$ cat config.mk
export PLATFORM = sky130hd
export DESIGN_NAME = nh_coherent_acc
export DESIGN_NICKNAME = d
export VERILOG_FILES = /design/src/rtl/nh_acc_pkg.sv /design/src/rtl/nh_acc_sat_add.sv /design/src/rtl/nh_coherent_acc.sv
export SDC_FILE = /design/constraint.sdc
export NUM_CORES = 1
export LEC_CHECK = 0
export CORE_UTILIZATION = 35
export CTS_BUF_LIST = sky130_fd_sc_hd__clkbuf_2
export CTS_CLUSTER_DIAMETER = 60
export DETAILED_ROUTE_END_ITERATION = 16
export PLACE_DENSITY = 0.59
export SLEW_MARGIN = 20
export SYNTH_ARGS = -nofsm -noshare
export SYNTH_HDL_FRONTEND = slang
export SYNTH_SLANG_ARGS = --single-unit
$ cat constraint.sdc
create_clock -name clk -period 3.6 [get_ports clk]
set_input_delay 0.36 -clock clk [delete_from_list [all_inputs] [get_ports clk]]
set_output_delay 0.36 -clock clk [all_outputs]
set_load 0.05 [all_outputs]
$ cat src/rtl/nh_acc_pkg.sv
// nh_acc_pkg: shared types and constants for the NH coherent accumulator.
//   state_t        : ST_ACC (accumulating epochs) / ST_DUMP (streaming results)
//   DEF_*          : default widths and correlator count
//   DEF_SAT_MAX/MIN: saturation limits for the default accumulator width
package nh_acc_pkg;
    typedef enum logic {ST_ACC = 1'b0, ST_DUMP = 1'b1} state_t;
    localparam int DEF_DATA_W  = 16;
    localparam int DEF_ACC_W   = 24;
    localparam int DEF_COR_NUM = 8;
    localparam int DEF_IDX_W   = 3;
    localparam int COH_W       = 6;
    localparam logic signed [DEF_ACC_W-1:0] DEF_SAT_MAX = {1'b0, {(DEF_ACC_W-1){1'b1}}};
    localparam logic signed [DEF_ACC_W-1:0] DEF_SAT_MIN = {1'b1, {(DEF_ACC_W-1){1'b0}}};
endpackage

$ cat src/rtl/nh_acc_sat_add.sv
// nh_acc_sat_add: sign-extending accumulator adder with signed overflow detect.
//   acc   in  ACC_W  current accumulator value
//   val   in  IN_W   signed sample (already sign-stripped)
//   first in  1      first epoch of period: result is val alone (no add)
//   sum   out ACC_W  new accumulator value
//   ovf   out 1      signed overflow occurred on this add
// Macro ACC_SAT_EN: saturate on overflow; otherwise two's-complement wrap.
module nh_acc_sat_add #(
    parameter int IN_W  = 17,
    parameter int ACC_W = 24
) (
    input  logic signed [ACC_W-1:0] acc,
    input  logic signed [IN_W-1:0]  val,
    input  logic                    first,
    output logic signed [ACC_W-1:0] sum,
    output logic                    ovf
);
`ifdef ACC_SAT_EN
    localparam logic signed [ACC_W-1:0] SAT_MAX = {1'b0, {(ACC_W-1){1'b1}}};
    localparam logic signed [ACC_W-1:0] SAT_MIN = {1'b1, {(ACC_W-1){1'b0}}};
`endif
    logic signed [ACC_W-1:0] ext, base, raw;
    always_comb begin
        ext  = ACC_W'(val);
        base = first ? '0 : acc;
        raw  = base + ext;
        // overflow: operands share a sign that the result does not
        ovf  = (base[ACC_W-1] == ext[ACC_W-1]) && (raw[ACC_W-1] != base[ACC_W-1]);
`ifdef ACC_SAT_EN
        sum  = ovf ? (base[ACC_W-1] ? SAT_MIN : SAT_MAX) : raw;
`else
        sum  = raw;
`endif
    end
endmodule

$ cat src/rtl/nh_coherent_acc.sv
// nh_coherent_acc: strips the NH secondary-code sign from per-epoch correlator
// results, accumulates coherently over coh_length epochs, then streams the
// COR_NUM accumulated words out over a valid/ready handshake.
//   clk, rst_b (async, active-low), acc_clear (sync soft clear)
//   coh_length   epochs per period (0 treated as 1)
//   nh_code_sel, cur_nh_code1/2   NH bit selection; nh_increase pulses per epoch
//   cor_valid/ready/index/last/i/q   correlator sample input
//   dump_valid/ready/index/last/i/q/ovf   dump output stream
//   coh_count    epochs completed in current period
// Macro ACC_SAT_EN: saturating accumulation (see nh_acc_sat_add).
module nh_coherent_acc
    import nh_acc_pkg::*;
#(
    parameter int DATA_W  = DEF_DATA_W,
    parameter int ACC_W   = DEF_ACC_W,
    parameter int COR_NUM = DEF_COR_NUM,
    parameter int IDX_W   = DEF_IDX_W
) (
    input  logic                     clk,
    input  logic                     rst_b,
    input  logic                     acc_clear,
    input  logic [COH_W-1:0]         coh_length,
    input  logic                     nh_code_sel,
    input  logic                     cur_nh_code1,
    input  logic                     cur_nh_code2,
    output logic                     nh_increase,
    input  logic                     cor_valid,
    output logic                     cor_ready,
    input  logic [IDX_W-1:0]         cor_index,
    input  logic                     cor_last,
    input  logic signed [DATA_W-1:0] cor_i,
    input  logic signed [DATA_W-1:0] cor_q,
    output logic                     dump_valid,
    input  logic                     dump_ready,
    output logic [IDX_W-1:0]         dump_index,
    output logic                     dump_last,
    output logic signed [ACC_W-1:0]  dump_i,
    output logic signed [ACC_W-1:0]  dump_q,
    output logic                     dump_ovf,
    output logic [COH_W-1:0]         coh_count
);
    localparam logic [IDX_W-1:0] LAST_K = IDX_W'(COR_NUM - 1);

    state_t                  state, state_nx;
    logic signed [ACC_W-1:0] acc_i [COR_NUM];
    logic signed [ACC_W-1:0] acc_q [COR_NUM];
    logic [IDX_W-1:0]        dump_k;
    logic                    ovf_r;
    logic                    accept, epoch_end, period_end, dump_done, sel_bit;
    logic [COH_W:0]          coh_next;
    logic [COH_W-1:0]        coh_eff;
    logic signed [DATA_W:0]  ext_i, ext_q, val_i, val_q;
    logic signed [ACC_W-1:0] sum_i, sum_q;
    logic                    ovf_i, ovf_q;

    always_comb begin
        accept     = cor_valid & cor_ready;
        epoch_end  = accept & cor_last;
        coh_eff    = (coh_length == '0) ? COH_W'(1) : coh_length;
        coh_next   = {1'b0, coh_count} + (COH_W+1)'(1);
        period_end = epoch_end && (coh_next >= {1'b0, coh_eff});
        dump_done  = (state == ST_DUMP) && dump_ready && (dump_k == LAST_K);
        sel_bit    = nh_code_sel ? cur_nh_code2 : cur_nh_code1;
        // one extra bit so that negating -2^(DATA_W-1) stays exact
        ext_i      = {cor_i[DATA_W-1], cor_i};
        ext_q      = {cor_q[DATA_W-1], cor_q};
        val_i      = sel_bit ? -ext_i : ext_i;
        val_q      = sel_bit ? -ext_q : ext_q;
    end

    nh_acc_sat_add #(.IN_W(DATA_W + 1), .ACC_W(ACC_W)) u_add_i (
        .acc   (acc_i[cor_index]),
        .val   (val_i),
        .first (coh_count == '0),
        .sum   (sum_i),
        .ovf   (ovf_i)
    );

    nh_acc_sat_add #(.IN_W(DATA_W + 1), .ACC_W(ACC_W)) u_add_q (
        .acc   (acc_q[cor_index]),
        .val   (val_q),
        .first (coh_count == '0),
        .sum   (sum_q),
        .ovf   (ovf_q)
    );

    always_ff @(posedge clk or negedge rst_b) begin
        if (!rst_b) state <= ST_ACC;
        else        state <= state_nx;
    end

    always_comb begin
        state_nx = acc_clear          ? ST_ACC :
                   (state == ST_ACC)  ? (period_end ? ST_DUMP : ST_ACC) :
                                        (dump_done ? ST_ACC : ST_DUMP);
    end

    always_comb begin
        cor_ready   = (state == ST_ACC);
        dump_valid  = (state == ST_DUMP);
        // the NH generator must not advance on a sample discarded by a clear
        nh_increase = epoch_end & ~acc_clear;
        dump_index  = dump_valid ? dump_k : '0;
        dump_last   = dump_valid && (dump_k == LAST_K);
        dump_i      = dump_valid ? acc_i[dump_k] : '0;
        dump_q      = dump_valid ? acc_q[dump_k] : '0;
        dump_ovf    = ovf_r;
    end

    always_ff @(posedge clk or negedge rst_b) begin
        if (!rst_b) begin
            coh_count <= '0;
            dump_k    <= '0;
            ovf_r     <= 1'b0;
        end else if (acc_clear) begin
            coh_count <= '0;
            dump_k    <= '0;
            ovf_r     <= 1'b0;
        end else begin
            if (epoch_end) coh_count <= period_end ? '0 : coh_next[COH_W-1:0];
            if (state == ST_DUMP && dump_ready) dump_k <= dump_k + IDX_W'(1);
            if (dump_done) ovf_r <= 1'b0;
            else if (accept && (ovf_i || ovf_q)) ovf_r <= 1'b1;
        end
    end

    // contents after a clear are irrelevant: the first epoch overwrites them
    always_ff @(posedge clk or negedge rst_b) begin
        if (!rst_b) begin
            for (int n = 0; n < COR_NUM; n++) begin
                acc_i[n] <= '0;
                acc_q[n] <= '0;
            end
        end else if (accept && !acc_clear) begin
            acc_i[cor_index] <= sum_i;
            acc_q[cor_index] <= sum_q;
        end
    end
endmodule

# After elaboration in Yosys (flattened, before gate mapping)

Cells that the tools add are included.

Add/sub/neg operators: 6
Reduce and logical (&&, ||, !) cells: 16
Order comparisons: 4
Muxes and demuxes: 37
Bitwise gates (word level): 7
Eq/ne operators: 5

Operators with widths:

| cell                                                | count |
|---|---|
| bitwise mux 192 bit                                 | 2 |
| two-way mux 24 bit                                  | 13 |
| binary-select mux 24 bit (select 3 bit)             | 4 |
| demux 24 bit (select 3 bit)                         | 1 |
| adder 24 x 17 -> 24 bit                             | 2 |
| two-way mux 17 bit                                  | 2 |
| negation 16 -> 17 bit                               | 2 |
| two-way mux 6 bit                                   | 4 |
| logical NOT 6 bit                                   | 2 |
| logical AND 1 bit                                   | 9 |
| two-way mux 3 bit                                   | 3 |
| >= comparator 4 bit (second input constant)         | 2 |
| two-way mux 1 bit                                   | 8 |
| NOT 3 -> 4 bit                                      | 2 |
| adder 6 x 1 -> 7 bit (second input constant)        | 1 |
| >= comparator 7 x 6 -> 1 bit                        | 1 |
| < comparator 4 x 1 -> 1 bit (second input constant) | 1 |
| nonzero test 2 bit                                  | 2 |
| adder 3 x 1 -> 3 bit (second input constant)        | 1 |
| bitwise AND 1 bit                                   | 3 |
| equality test 3 bit (second input constant)         | 1 |
| nonzero test 3 bit                                  | 1 |
| equality test 1 bit                                 | 2 |
| != test 1 bit                                       | 2 |
| other kinds (3)                                     | 4 |

Bits of input ports: 50
Register bits after elaboration: 395

# Longest topological paths before layout

Depth in word-level cells: 13
Mapped depth: 19

# By module

A second synthesis with hierarchy kept.

Cells, all modules: 2,019
Area total of the unflattened synthesis: 24,270.8 um^2

By module, submodules not included:

| module          | instances | cells each | seq. area each (um^2) | area an instance (um^2) |
|---|---|---|---|---|
| nh_coherent_acc | 1         | 1,633      | 9,884.5               | 21,438.1 |
| nh_acc_sat_add  | 2         | 193        | 0.0                   | 1,416.4 |

# Worst setup path before layout

Ideal clock, no wire load.

Path type: input -> register
Start: input port cor_index[1]
End: register acc_i[112] (netlist bit)
Data arrival time: 4.268 ns
Stages: 18
Setup time: 0.125 ns
Path slack: -0.792 ns
Cells stage by stage: clkbuf_1 > and3b_1 > clkbuf_1 > buf_1 > clkbuf_1 > a22oi_1 > a31oi_1 > ha_1 > inv_1 > fa_1 > nand2b_1 > a21oi_1 > a21oi_1 > o21ai_1 > o311a_1 > clkbuf_1 > a21oi_1 > mux2_2

Longest elaborated chain between the ends: 7
Elaborated cells on any way between the ends: 12

Ends and longest elaborated chain:

| what                                                  | RTL line                                      | RTL |
|---|---|---|
| from (decl)                                           | nh_coherent_acc.sv:29                         | `input logic [IDX_W-1:0] cor_index,` |
| NOT 3 -> 4 bit (not written as such) (*)              | nh_coherent_acc.sv:72, nh_coherent_acc.sv:135 |  |
| binary-select mux 24 bit (select 3 bit)               | nh_coherent_acc.sv:72                         | `.acc (acc_i[cor_index]),` |
| two-way mux 24 bit (not written as such) (2 in a row) | nh_coherent_acc.sv:72                         |  |
| two-way mux 24 bit                                    | nh_acc_sat_add.sv:25                          | `base = first ? '0 : acc;` |
| adder 24 x 17 -> 24 bit                               | nh_acc_sat_add.sv:26                          | `raw = base + ext;` |
| bitwise mux 192 bit (*)                               | nh_coherent_acc.sv:135                        | `acc_i[cor_index] <= sum_i;` |
| to (signal, indexed assignment)                       | nh_coherent_acc.sv:135                        |  |
| to (decl)                                             | nh_coherent_acc.sv:45                         | `logic signed [ACC_W-1:0] acc_i [COR_NUM];` |

Mark *: on every way between the ends. The rest lies on a longest branch, timed or not. The select of a mux whose other input is x is not followed.
A chain may end at the register's enable or synchronous reset.

# Worst setup path in the final report

Start: register coh_count[4]
End: register acc_i[45] (netlist bit)

Longest elaborated chain between the ends: 4

Ends and longest elaborated chain:

| what                    | RTL line               | RTL |
|---|---|---|
| from (decl)             | nh_coherent_acc.sv:40  | `output logic [COH_W-1:0] coh_count` |
| from (signal assigned)  | nh_coherent_acc.sv:120 | `if (epoch_end) coh_count <= period_end ? '0 : coh_next[COH_W-1:0];` |
| logical NOT 6 bit       | nh_coherent_acc.sv:74  | `.first (coh_count == '0),` |
| two-way mux 24 bit      | nh_acc_sat_add.sv:25   |  |
| adder 24 x 17 -> 24 bit | nh_acc_sat_add.sv:26   |  |
| bitwise mux 192 bit     | nh_coherent_acc.sv:135 |  |

Every way passes these cells.

==> flow_metrics.tcl <==
set metrics [dict create \
    core_area_um2 66300 \
    peakVddDrop_mv 0.190 \
    gp_congestion 0.911 \
    required_ns 4.65 \
    first_global_vias 22784 \
    area_growth_pct 30.8 \
    wl_um 88900 \
    worstPathArrival_ns 4.64 \
    fin_total_pwr_mw 15.0 \
    cts_inserted_buffers 110 \
    placed_cell_area_um2 28300 \
    setup_viol 0 \
    grt_start_max_net_pins 96 \
    grt_pass1_wl_um 136000 \
    hold_path_class "in2reg" \
    synth_ff_type "dfrtp_1" \
    start_kind "flip-flop" \
    io_buffer_count 111 \
    dp_cells 3604 \
    dr.pass1.iters 5 \
    cts_root_buf "clkbuf_2" \
    clock_path_buffers 3 \
    fin_crit_ns 3.59 \
    synthArstFlopShare 1.00 \
    start_util 0.357 \
    finalNetCount 3032 \
    worst_pin_slew_ns 0.992 \
    worstPathMaxFanout 8 \
    stdcell_count 3875 \
    clk_latency_ns 1.21 \
    synth-seq-cells 395 \
    synth.yosys.warnings 0 \
    fmax_mhz 279 \
    finalSetupTns_ns 0 \
    period_share 0.996 \
    drive_gt1_frac 0.317 \
    seq_area_frac_synth 0.417 \
    via_per_inst 5.84 \
    finalClockSkew_ns 0.132 \
    synth.avg_cell_area_um2 9.50 \
    drc 0 \
    grt.total_usage 0.259 \
    io_pins 112 \
    synth_edf_count 0 \
    fp-row-count 94 \
    htree_levels 3 \
    clock_sinks 395 \
    multi_input_area_um2 14100 \
    syn_area_um2 23700 \
    grt_antenna_before_repair 5 \
    powerDensity_nw_per_um2 483 \
    grt_overflow 0 \
    regArea_um2 9900 \
    hpwlAfterDp_um 57800 \
    drv_cap 0 \
    synth_fp_nets 2603 \
    critPathKind "reg2reg" \
    rsz0062_at_grt "true" \
    cts_tree "built" \
    stdcell_area_um2 31000 \
    p_leak_nw 13.5 \
    drtIter0Drc 2421 \
    synth_cells 2493 \
    ant_nets 0 \
    synth_cell_types 70 \
    relSlewSlack 0.338 \
    die_y_um 262 \
    status "finished, final reports clean" \
    design.die.area_um2 68700 \
    vias 22615 \
    pre_cts_ws_ns -0.974 \
    slew_viol_final 0 \
    wl_per_cell_um 22.9 \
    die_w_um 262 \
    setup_slack_ns 0.0138 \
    clk_pin_slew_worst_paths_ns 0.10 \
    n_fill_cell 6190 \
    end_kind "flip-flop" \
    finalHoldViolCount 0 \
]
[through the flow]
step | utilization | hold WS (ns)
final | 0.467 | 0.139
after global routing | 0.467 | 0.0393
after CTS | 0.460 | 0.0456
after detailed placement | 0.427 | 0.485
after global placement | 0.427 | 0.473
after floorplan | - | 0.0644
[flip-flops by register name (all words and copies together), names as in the netlist]
register,flops
acc_i,192
acc_q,192
coh_count,6
dump_k,3
dump_ovf,1
dump_valid,1
[layout make-up]
class                           count  share of cell area
Tap cell                          864              0.0349
Multi-Input combinational cell   1863               0.457
Clock buffer                      161              0.0260
Sequential cell                   395               0.320
Antenna cell                        7            0.000566
Timing Repair Buffer              521               0.153
Inverter                           31             0.00376
Clock inverter                     33             0.00557
[cells by family after synthesis]
family / synth area share
simple gates: 0.148
fa+ha+maj: 0.0323
xor+xnor: 0.0254
flops: 0.417
compound gates: 0.198
mux: 0.141
buf+inv: 0.0377
[cell usage after synthesis, types with 17 or more instances]
library cell / instances / share of area
a21o_1: 20 / 0.0063
a21oi_1: 64 / 0.014
a221oi_1: 64 / 0.024
a22o_1: 46 / 0.017
a22oi_1: 96 / 0.030
a31oi_1: 50 / 0.013
buf_1: 39 / 0.0062
clkbuf_1: 161 / 0.026
dfrtp_1: 395 / 0.42
ha_1: 58 / 0.031
inv_1: 31 / 0.0049
mux2_2: 58 / 0.028
mux2i_1: 52 / 0.022
mux4_2: 96 / 0.091
nand2_1: 510 / 0.081
nand2b_1: 17 / 0.0045
nand3_1: 33 / 0.0070
nand4_1: 22 / 0.0058
nor2_1: 128 / 0.020
nor3_1: 33 / 0.0070
o211ai_1: 33 / 0.010
o21ai_0: 219 / 0.046
o21ai_1: 39 / 0.0082
o31ai_1: 22 / 0.0070
xnor2_1: 38 / 0.014
xor2_1: 27 / 0.010
[power by group]
group	total, mW	internal (mW)	switching (mW)	leakage, nW
clock network	3.35	1.28	2.07	0.754
registers	6.89	5.74	1.15	4.97
logic	4.72	2.38	2.34	7.81
[worst max-delay path, cell delays in order, from the launching register on]
cell and delay (ns):
dfrtp_2 0.49, nor4_4 0.30, buf_6 0.21, buf_12 0.16, buf_6 0.11, buf_6 0.09, a31oi_4 0.03, ha_4 0.25
a2111o_1 0.40, o221a_4 0.24, o31a_1 0.31, a221oi_2 0.35, xnor2_2 0.20, mux2_4 0.29
[layer usage]
layer / GRT usage / up-vias / part of all wire
li1: - / 10110 / -
met5: 0 / - / 0
met1: 0.342 / 11198 / 0.41
met2: 0.420 / 1039 / 0.47
met4: 0.102 / 0 / 0.041
met3: 0.0455 / 268 / 0.082
[worst paths after layout]
kind                          startpoint      endpoint  slack (ns)  cells after the start
hold reg to reg                acc_q[72]     acc_q[72]        0.51                      2
max in group asynchronous          rst_b      acc_i[6]        2.65                      4
setup reg to reg            coh_count[4]     acc_i[45]        0.01                     13
min in group asynchronous          rst_b     acc_q[93]        0.38                      4
setup / recovery            coh_count[4]     acc_i[45]        0.01                     13
hold / removal             coh_length[5]  coh_count[5]        0.14                      6
[repair_timing]
item | in CTS | in global routing
hold endpoints to repair | 406 | 0
setup endpoints to repair | 130 | 235
hold buffers | 10 | 0
resized for setup | 318 | 95
pin swaps | 76 | 41
buffers inserted | 43 | 12
cloned | 5 | 2
[placed cells by master, fill, tap and decap left out, types with 22 or more instances in the layout]
cell type        count
a21oi_1             53
mux2_2              47
dfrtp_1            388
xor2_1              24
nand2_1            501
mux2i_1             33
a31oi_1             30
nor2_1             125
inv_1               27
buf_12              34
clkbuf_2           165
o21ai_1             48
xnor2_1             32
buf_4              336
nor3_1              30
nand4_1             22
o21ai_0            199
o211ai_1            33
nand3_1             30
ha_1                37
a221oi_1            62
mux4_2              96
buf_2               34
a22oi_1             96
clkdlybuf4s50_1     59
a22o_1              46
Note: power is estimated with default switching activity, not from simulation.
